File: config.mk
export PLATFORM = sky130hd
export DESIGN_NAME = sram_ctrl_flat
export DESIGN_NICKNAME = d
export VERILOG_FILES = /design/src/rtl/sram_ctrl_if.sv /design/src/rtl/sram_ctrl.sv /design/src/flat_wrapper.sv
export SDC_FILE = /design/constraint.sdc
export NUM_CORES = 1
export LEC_CHECK = 0
export ABC_CLOCK_PERIOD_IN_PS = 1800
export BUFFER_PORTS_ARGS = -buffer_cell sky130_fd_sc_hd__buf_4
export CAP_MARGIN = 20
export CORE_MARGIN = 2
export CORE_UTILIZATION = 47
export DETAILED_ROUTE_END_ITERATION = 12
export PLACE_DENSITY = 0.8
export SYNTH_ARGS = -nofsm -noshare
export SYNTH_HDL_FRONTEND = slang
export SYNTH_SLANG_ARGS = --single-unit
File: constraint.sdc
create_clock -name clk -period 1.8 [get_ports clk]
set_input_delay 0.27 -clock clk [delete_from_list [all_inputs] [get_ports clk]]
set_output_delay 0.27 -clock clk [all_outputs]
set_load 0.02 [all_outputs]
File: src/rtl/sram_ctrl_if.sv
// Request/acknowledge bus between the system side and the SRAM controller.
// The master drives the request, the controller (slave) returns data and status.
interface sram_ctrl_if #(
    parameter int ADDR_W = 18,
    parameter int BANKS  = 2
);
    logic                  req;
    logic                  we;
    logic [ADDR_W-1:0]     addr;
    logic [2*BANKS-1:0]    be;
    logic [16*BANKS-1:0]   wdata;
    logic [16*BANKS-1:0]   rdata;
    logic                  ack;
    logic                  busy;

    modport master (
        output req, we, addr, be, wdata,
        input  rdata, ack, busy
    );

    modport slave (
        input  req, we, addr, be, wdata,
        output rdata, ack, busy
    );
endinterface

File: src/rtl/sram_ctrl.sv
// Controller for banks of asynchronous 16-bit SRAM chips. Every pin-side
// output is a flop, so strobes are glitch-free. An access runs
// SETUP -> STROBE (WAIT_CYCLES+1) -> END (ack) -> TURN (TURN_CYCLES) -> IDLE.
// A request with no byte enables skips the SRAM entirely: IDLE -> END -> IDLE.
module sram_ctrl #(
    parameter int ADDR_W      = 18,
    parameter int BANKS       = 2,
    parameter int WAIT_CYCLES = 1,
    parameter int TURN_CYCLES = 1
) (
    input  logic                  clk,
    input  logic                  reset_n,
    sram_ctrl_if.slave            bus,
    output logic [ADDR_W-1:0]     ram_addr,
    input  logic [16*BANKS-1:0]   ram_data_read,
    output logic [16*BANKS-1:0]   ram_data_write,
    output logic                  ram_data_is_output,
    output logic [BANKS-1:0]      ram_ce_n,
    output logic [BANKS-1:0]      ram_ub_n,
    output logic [BANKS-1:0]      ram_lb_n,
    output logic                  ram_we_n,
    output logic                  ram_oe_n
);
    localparam int         BEW       = 2 * BANKS;
    localparam logic [3:0] WAIT_LOAD = 4'(WAIT_CYCLES);
    localparam logic [3:0] TURN_LOAD = (TURN_CYCLES > 0) ? 4'(TURN_CYCLES - 1) : 4'd0;
    localparam bit         HAS_TURN  = (TURN_CYCLES > 0);

    typedef enum logic [2:0] {
        ST_IDLE   = 3'd0,
        ST_SETUP  = 3'd1,
        ST_STROBE = 3'd2,
        ST_END    = 3'd3,
        ST_TURN   = 3'd4
    } state_t;

    state_t          state_r;
    logic [3:0]      cnt_r;
    logic            we_r;
    logic [BEW-1:0]  be_r;
    logic            nop_r;

    // A chip is selected when either of its byte lanes is enabled.
    function automatic logic [BANKS-1:0] chip_sel_n(input logic [BEW-1:0] be);
        logic [BANKS-1:0] sel_n;
        for (int i = 0; i < BANKS; i++) begin
            sel_n[i] = ~(be[2*i] | be[2*i+1]);
        end
        return sel_n;
    endfunction

    // Active-low byte lane strobe per chip; hi selects the upper byte.
    function automatic logic [BANKS-1:0] lane_n(input logic [BEW-1:0] be, input logic hi);
        logic [BANKS-1:0] l_n;
        for (int i = 0; i < BANKS; i++) begin
            l_n[i] = hi ? ~be[2*i+1] : ~be[2*i];
        end
        return l_n;
    endfunction

    // Access sequencer; every output is loaded with the value of the state being entered.
    always_ff @(posedge clk) begin
        if (!reset_n) begin
            state_r            <= ST_IDLE;
            cnt_r              <= 4'd0;
            we_r               <= 1'b0;
            be_r               <= '0;
            nop_r              <= 1'b0;
            bus.rdata          <= '0;
            bus.ack            <= 1'b0;
            bus.busy           <= 1'b0;
            ram_addr           <= '0;
            ram_data_write     <= '0;
            ram_data_is_output <= 1'b0;
            ram_ce_n           <= '1;
            ram_ub_n           <= '1;
            ram_lb_n           <= '1;
            ram_we_n           <= 1'b1;
            ram_oe_n           <= 1'b1;
        end else begin
            bus.ack <= 1'b0;
            case (state_r)
                ST_IDLE: begin
                    if (bus.req) begin
                        we_r     <= bus.we;
                        be_r     <= bus.be;
                        bus.busy <= 1'b1;
                        if (bus.be != '0) begin
                            state_r            <= ST_SETUP;
                            nop_r              <= 1'b0;
                            ram_addr           <= bus.addr;
                            ram_ce_n           <= chip_sel_n(bus.be);
                            ram_lb_n           <= lane_n(bus.be, 1'b0);
                            ram_ub_n           <= lane_n(bus.be, 1'b1);
                            ram_data_is_output <= bus.we;
                            if (bus.we) begin
                                ram_data_write <= bus.wdata;
                            end else begin
                                ram_data_write <= ram_data_write;
                            end
                        end else begin
                            // Nothing to transfer: acknowledge without touching the pins.
                            state_r <= ST_END;
                            nop_r   <= 1'b1;
                            bus.ack <= 1'b1;
                        end
                    end else begin
                        state_r <= ST_IDLE;
                    end
                end
                ST_SETUP: begin
                    state_r <= ST_STROBE;
                    cnt_r   <= WAIT_LOAD;
                    if (we_r) begin
                        ram_we_n <= 1'b0;
                    end else begin
                        ram_oe_n <= 1'b0;
                    end
                end
                ST_STROBE: begin
                    if (cnt_r == 4'd0) begin
                        state_r  <= ST_END;
                        ram_we_n <= 1'b1;
                        ram_oe_n <= 1'b1;
                        bus.ack  <= 1'b1;
                        if (!we_r) begin
                            for (int k = 0; k < BEW; k++) begin
                                if (be_r[k]) begin
                                    bus.rdata[8*k +: 8] <= ram_data_read[8*k +: 8];
                                end
                            end
                        end
                    end else begin
                        cnt_r <= cnt_r - 4'd1;
                    end
                end
                ST_END: begin
                    // Deselect and release the data bus whichever way we leave END.
                    ram_ce_n           <= '1;
                    ram_ub_n           <= '1;
                    ram_lb_n           <= '1;
                    ram_data_is_output <= 1'b0;
                    if (nop_r || !HAS_TURN) begin
                        state_r  <= ST_IDLE;
                        bus.busy <= 1'b0;
                    end else begin
                        state_r <= ST_TURN;
                        cnt_r   <= TURN_LOAD;
                    end
                end
                ST_TURN: begin
                    if (cnt_r == 4'd0) begin
                        state_r  <= ST_IDLE;
                        bus.busy <= 1'b0;
                    end else begin
                        cnt_r <= cnt_r - 4'd1;
                    end
                end
                default: begin
                    state_r            <= ST_IDLE;
                    bus.busy           <= 1'b0;
                    ram_ce_n           <= '1;
                    ram_ub_n           <= '1;
                    ram_lb_n           <= '1;
                    ram_we_n           <= 1'b1;
                    ram_oe_n           <= 1'b1;
                    ram_data_is_output <= 1'b0;
                end
            endcase
        end
    end
endmodule
File: src/flat_wrapper.sv
// flat-port wrapper written by rule: the top's interface ports become plain ports
module sram_ctrl_flat 
#(
    parameter int ADDR_W      = 18,
    parameter int BANKS       = 2,
    parameter int WAIT_CYCLES = 1,
    parameter int TURN_CYCLES = 1
)
  (clk, reset_n, ram_addr, ram_data_read, ram_data_write, ram_data_is_output, ram_ce_n, ram_ub_n, ram_lb_n, ram_we_n, ram_oe_n, bus_req, bus_we, bus_addr, bus_be, bus_wdata, bus_rdata, bus_ack, bus_busy);
  sram_ctrl_if #(.ADDR_W(ADDR_W), .BANKS(BANKS)) bus_i ();
  input  logic clk;
  input  logic reset_n;
  output logic [ADDR_W-1:0] ram_addr;
  input  logic [16*BANKS-1:0] ram_data_read;
  output logic [16*BANKS-1:0] ram_data_write;
  output logic ram_data_is_output;
  output logic [BANKS-1:0] ram_ce_n;
  output logic [BANKS-1:0] ram_ub_n;
  output logic [BANKS-1:0] ram_lb_n;
  output logic ram_we_n;
  output logic ram_oe_n;
  input wire logic [$bits(bus_i.req)-1:0] bus_req;
  input wire logic [$bits(bus_i.we)-1:0] bus_we;
  input wire logic [$bits(bus_i.addr)-1:0] bus_addr;
  input wire logic [$bits(bus_i.be)-1:0] bus_be;
  input wire logic [$bits(bus_i.wdata)-1:0] bus_wdata;
  output wire logic [$bits(bus_i.rdata)-1:0] bus_rdata;
  output wire logic [$bits(bus_i.ack)-1:0] bus_ack;
  output wire logic [$bits(bus_i.busy)-1:0] bus_busy;
  assign bus_i.req = bus_req;
  assign bus_i.we = bus_we;
  assign bus_i.addr = bus_addr;
  assign bus_i.be = bus_be;
  assign bus_i.wdata = bus_wdata;
  assign bus_rdata = bus_i.rdata;
  assign bus_ack = bus_i.ack;
  assign bus_busy = bus_i.busy;
  sram_ctrl #(.ADDR_W(ADDR_W), .BANKS(BANKS), .WAIT_CYCLES(WAIT_CYCLES), .TURN_CYCLES(TURN_CYCLES)) u_core (.clk(clk), .reset_n(reset_n), .bus(bus_i), .ram_addr(ram_addr), .ram_data_read(ram_data_read), .ram_data_write(ram_data_write), .ram_data_is_output(ram_data_is_output), .ram_ce_n(ram_ce_n), .ram_ub_n(ram_ub_n), .ram_lb_n(ram_lb_n), .ram_we_n(ram_we_n), .ram_oe_n(ram_oe_n));
endmodule
# After elaboration in Yosys (flattened, before gate mapping)

Index checks and enable logic that the tools add are counted.

Register bits after elaboration: 106
Logic and storage cells: 100
Input port bits: 90
Output and inout bits: 93

Reduce and logical (&&, ||, !) cells: 21
Add/subtract/negate cells: 1
Muxes and demuxes: 34
Bitwise gates (word level): 12
Eq/ne operators: 13

Operators by type and width:

| cell                | number |
|---|---|
| $reduce_and 4->1    | 6 |
| $mux 2              | 8 |
| $pmux 3 s5          | 1 |
| $reduce_and 3->1    | 5 |
| $pmux 2 s2          | 3 |
| $pmux 4 s3          | 1 |
| $mux 1              | 11 |
| $ne 2x1->1 const B  | 5 |
| $not 1->1           | 10 |
| $mux 3              | 3 |
| $mux 4              | 2 |
| $ne 2x2->1 const B  | 4 |
| $eq 3x2->1 const B  | 2 |
| $pmux 1 s3          | 2 |
| $reduce_or 3->1     | 2 |
| $logic_not 4->1     | 1 |
| $pmux 1 s2          | 2 |
| $pmux 1 s4          | 1 |
| $reduce_and 2->1    | 2 |
| $reduce_bool 4->1   | 1 |
| $reduce_or 2->1     | 2 |
| $sub 4x1->4 const B | 1 |
| $eq 3x1->1 const B  | 1 |
| $eq 3x3->1 const B  | 1 |
| 3 further kinds     | 4 |

# Logic depth before layout (Yosys ltp)

Depth in word-level cells: 5
Depth in mapped cells: 7
Gate-level depth less buffers: 6

# Worst setup path before layout

OpenSTA, ideal clock, no wires.

Path type: reg-to-reg
From: register u_core.cnt_r[0]
To: register u_core.bus.rdata[14]
Required time: 1.671 ns
Clock period less this slack: 1.670 ns
Setup time: 0.129 ns
Buffers on the path: 1
Stages on the path, launching flop included: 8
Arrival time: 1.541 ns
Path slack: 0.130 ns
Cells stage by stage: dfxtp_1 inv_1 ha_1 nor4b_4 nand4_1 clkbuf_1 nand3_1 o21ai_0

Word-level cells in the longest chain between the ends: 2

RTL lines:

| item                              | RTL line           | RTL |
|---|---|---|
| start: declaration                | sram_ctrl.sv:38    | `logic [3:0] cnt_r;` |
| start signal: assignment          | sram_ctrl.sv:134   | `cnt_r <= cnt_r - 4'd1;` |
| start signal: assignment          | sram_ctrl.sv:156   | `cnt_r <= cnt_r - 4'd1;` |
| $logic_not 4->1                   | sram_ctrl.sv:121   | `if (cnt_r == 4'd0) begin` |
| $reduce_and 4->1 (no source line) | n/a                |  |
| end signal: indexed assignment    | sram_ctrl.sv:129   | `bus.rdata[8*k +: 8] <= ram_data_read[8*k +: 8];` |
| end: declaration                  | sram_ctrl_if.sv:23 | `output rdata, ack, busy` |

No other way between the ends.
A chain may end at the register's enable or synchronous reset.

# Worst setup path in the final report

From: register u_core.state_r[1]
To: register u_core.cnt_r[3]

Word-level cells in the longest chain between the ends: 4
Elaborated cells between the ends (all ways): 10
Classes of those cells: 6 x eq/ne; 1 x mux; 3 x reduce/logical

RTL lines:

| item                                                                    | RTL line         | RTL |
|---|---|---|
| start: declaration                                                      | sram_ctrl.sv:37  | `state_t state_r;` |
| start signal: assignment                                                | sram_ctrl.sv:64  | `state_r <= ST_IDLE;` |
| start signal: assignment                                                | sram_ctrl.sv:89  | `state_r <= ST_SETUP;` |
| start signal: assignment                                                | sram_ctrl.sv:103 | `state_r <= ST_END;` |
| $eq 3x2->1 / $eq 3x3->1 (equally long branches)                         | sram_ctrl.sv:82  | `case (state_r)` |
| $reduce_or 2->1 (no source line)                                        | n/a              |  |
| $ne 2x2->1 (no source line) / $reduce_bool 3->1 (equally long branches) | n/a              |  |
| $reduce_and 3->1 (no source line)                                       | n/a              |  |

Parallel ways exist; a longest one is shown, timed or not.

==> metrics.yaml <==
worst_setup_path:
  crit_path_end_kind: "flop"
  cp.required_ns: 2.11
  r2r_slack_ns: 0.1
  critPathLaunchType: "flop"
  worstSetupPathType: "reg2reg"
  arrival_ns: 2.01
  crit_fanout: 16
clocking:
  ctsHoldBuffers: 0
  clock_latency_ns: 0.36
  clock_path_buffers: 2
  cts_tree: "yes"
  cts_sinks: 106
  numCtsBuffers: 9
  clkTransAtPathRegs_ns: 0.10
  h-tree-depth: 3
  cts_root_buffer: "clkbuf_8"
layout:
  fillers: 696
  final_area_um2: 5910
  area_growth_syn_to_layout_pct: 43.5
  n_antenna_cell: 0
  final_nets: 761
  layout-drive-gt1-share_pct: 35.0
logic_synthesis:
  yosys.area.top_type: "dfxtp_1"
  synth_area_leaders: "dfxtp_1 (52%), nand3_1 (12%), nand2_1 (11%)"
  yosysSeqAreaShare_pct: 51.5
  synthCells: 492
  yosysMostFrequentCell: "nand2_1"
  synth_top_area_share_pct: 51.5
  synthTopCellsByCount: "nand2_1 (117), dfxtp_1 (106), nand3_1 (99)"
  synth_ff_type: "dfxtp_1"
  synth_edf_count: 0
  syn_nets: 583
  synth.avg_cell_area_um2: 8.37
  ys_ff_latch: 106
  yosys_warnings: 0
  synthesis.area_um2: 4120
  yosysUniqueCellTypes: 42
  async_flop_share_pct: 0
global_route:
  grt.overflow.total: 0
  track_usage_pct: 22.4
  grt_pass1_wl_mm: 17.7
  grt_pass1_vias: 3775
  grt_max_degree: 49
  antenna_found_initial: 0
timing:
  slew_viol_final: 0
  setup-violations-final: 0
  max_slew.worst_pin.slew_ns: 0.537
  maxSlewHeadroom_pct: 64.0
  final-hold-violation-count: 0
  fin_ws_ns: 0.0990
  tns_ns: 0
  max_freq_mhz: 588
  period_share_pct: 94.5
  clock_skew_ns: 0.0110
  min_period_ns: 1.70
  rsz0062_at_grt: "no"
power_and_ir_drop:
  p_leak_uw: 0.00270
  power_frac_clock_pct: 31.3
  ir_drop_v: 0.000566
  p_comb_share_pct: 20.5
  power.switching_uw: 1460
  p_int_uw: 3860
  switching_share_pct: 27.5
  powerDensity_nw_per_um2: 900
  seq_power_share_pct: 48.2
floorplanning:
  row_count: 34
  fp.dieW_um: 97.6
  io_pins: 183
  start_util_pct: 47.9
  dieArea_um2: 9530
  fp.dieH_um: 97.6
  coreArea_um2: 8590
placement:
  gp_congestion: 0.893
  place_ws_ns: 0.0594
  port_buffers: 182
  hpwl_mm: 7.77
  place_area_um2: 5630
detailed_routing:
  ant_nets: 0
  wl_mm: 10.7
  wl_per_cell_um: 13.7
  drt_iter0_drc: 136
  vias_per_cell: 5.10
  vias: 3996
  first_pass_iters: 4
  route.detailed.drc: 0
hold_path:
  hold_class: "in2reg"
outcome:
  status: "finished clean"
flow_run:
  max-cap-violations: 0
==> worst max-delay path: stages (launching register included) <==
cell	delay, ns
dfxtp_1	0.44
buf_4	0.26
xnor2_1	0.13
or3b_2	0.50
o21ai_0	0.18
a22o_1	0.14
==> metrics by stage <==
stage | std cells | total power [uW] | utilization [%] | hold WS [ns]
final | 783 | 5320 | 68.8 | 0.111
after floorplan | 492 | 3190 | - | 0.360
after global placement | 763 | 3640 | 65.5 | 0.436
after global routing | 783 | 5570 | 68.8 | 0.0981
after CTS | 779 | 5320 | 68.2 | 0.0945
after detailed placement | 763 | 3670 | 65.5 | 0.444
==> path summary, 6_finish.rpt <==
path,from,to,cells after the start
worst min-delay path,bus_wdata[11],u_core.ram_data_write[11],3
worst min register to register,u_core.ram_data_write[10],u_core.ram_data_write[10],2
worst max-delay path,u_core.state_r[1],u_core.cnt_r[3],5
worst max register to register,u_core.state_r[1],u_core.cnt_r[3],5
==> power groups by stage <==
stage	clock network (uW)	registers (uW)	logic [uW]
5_1_grt	1800	2580	1180
4_1_cts	1700	2560	1060
2_1_floorplan	0	2740	446
3_5_place_dp	0	2610	1050
6_report	1660	2560	1090
3_3_place_gp	0	2610	1030
==> logic make-up (layout without fill, tap and decap cells) <==
| kind of cell | after synthesis | count (layout) | synth area share, % |
|---|---|---|---|
| muxes | 1 | 1 | 0.243 |
| AOI/OAI and AO/OA | 86 | 86 | 14.3 |
| DFF | 106 | 106 | 51.5 |
| and+or+nand+nor | 253 | 253 | 28.6 |
| xor gates and xnor gates | 2 | 2 | 0.425 |
| buffers and inverters | 43 | 226 | 4.65 |
| adders and majority gates | 1 | 1 | 0.304 |
==> repair_timing <==
action                                  in CTS  in global routing
endpoints found under the setup margin       0                 35
setup buffers                                0                  4
resized for setup                            0                  1
==> flip-flops by register name, indices dropped and copies added, names as in the netlist <==
register                   flops
u_core.bus.rdata              32
u_core.ram_data_write         32
u_core.ram_addr               18
u_core.be_r                    4
u_core.cnt_r                   4
u_core.state_r                 3
u_core.ram_ce_n                2
u_core.ram_lb_n                2
u_core.ram_ub_n                2
u_core.bus.ack                 1
u_core.bus.busy                1
u_core.nop_r                   1
u_core.ram_data_is_output      1
u_core.ram_oe_n                1
u_core.ram_we_n                1
u_core.we_r                    1
==> per-layer routing <==
metal	global-route usage, %	routed length [um]	vias up
met2	38.1	5260	127
met5	0	0	-
li1	-	-	2039
met4	8.12	219	0
met3	5.18	700	17
met1	27.7	4530	1813
==> layout make-up <==
type	instances	area (um2)	area share, %
clock buffers	11	151	2.56
flip-flops and latches	106	2120	35.9
multi-input cells	343	1810	30.6
inverters	5	18.8	0.318
well taps	108	135	2.29
clock inverters	5	85.1	1.44
repair buffers	205	1590	26.9
==> cells in the final DEF (no fill, tap or decap), types with 6 or more instances in the layout <==
master / n
buf_4: 201
nand2_1: 117
dfxtp_1: 106
nand3_1: 99
o21ai_0: 39
a21boi_0: 16
nor2_1: 12
clkbuf_8: 11
a21boi_2: 9
a2bb2oi_1: 6
No activity file was read; power rests on OpenSTA's default activity.
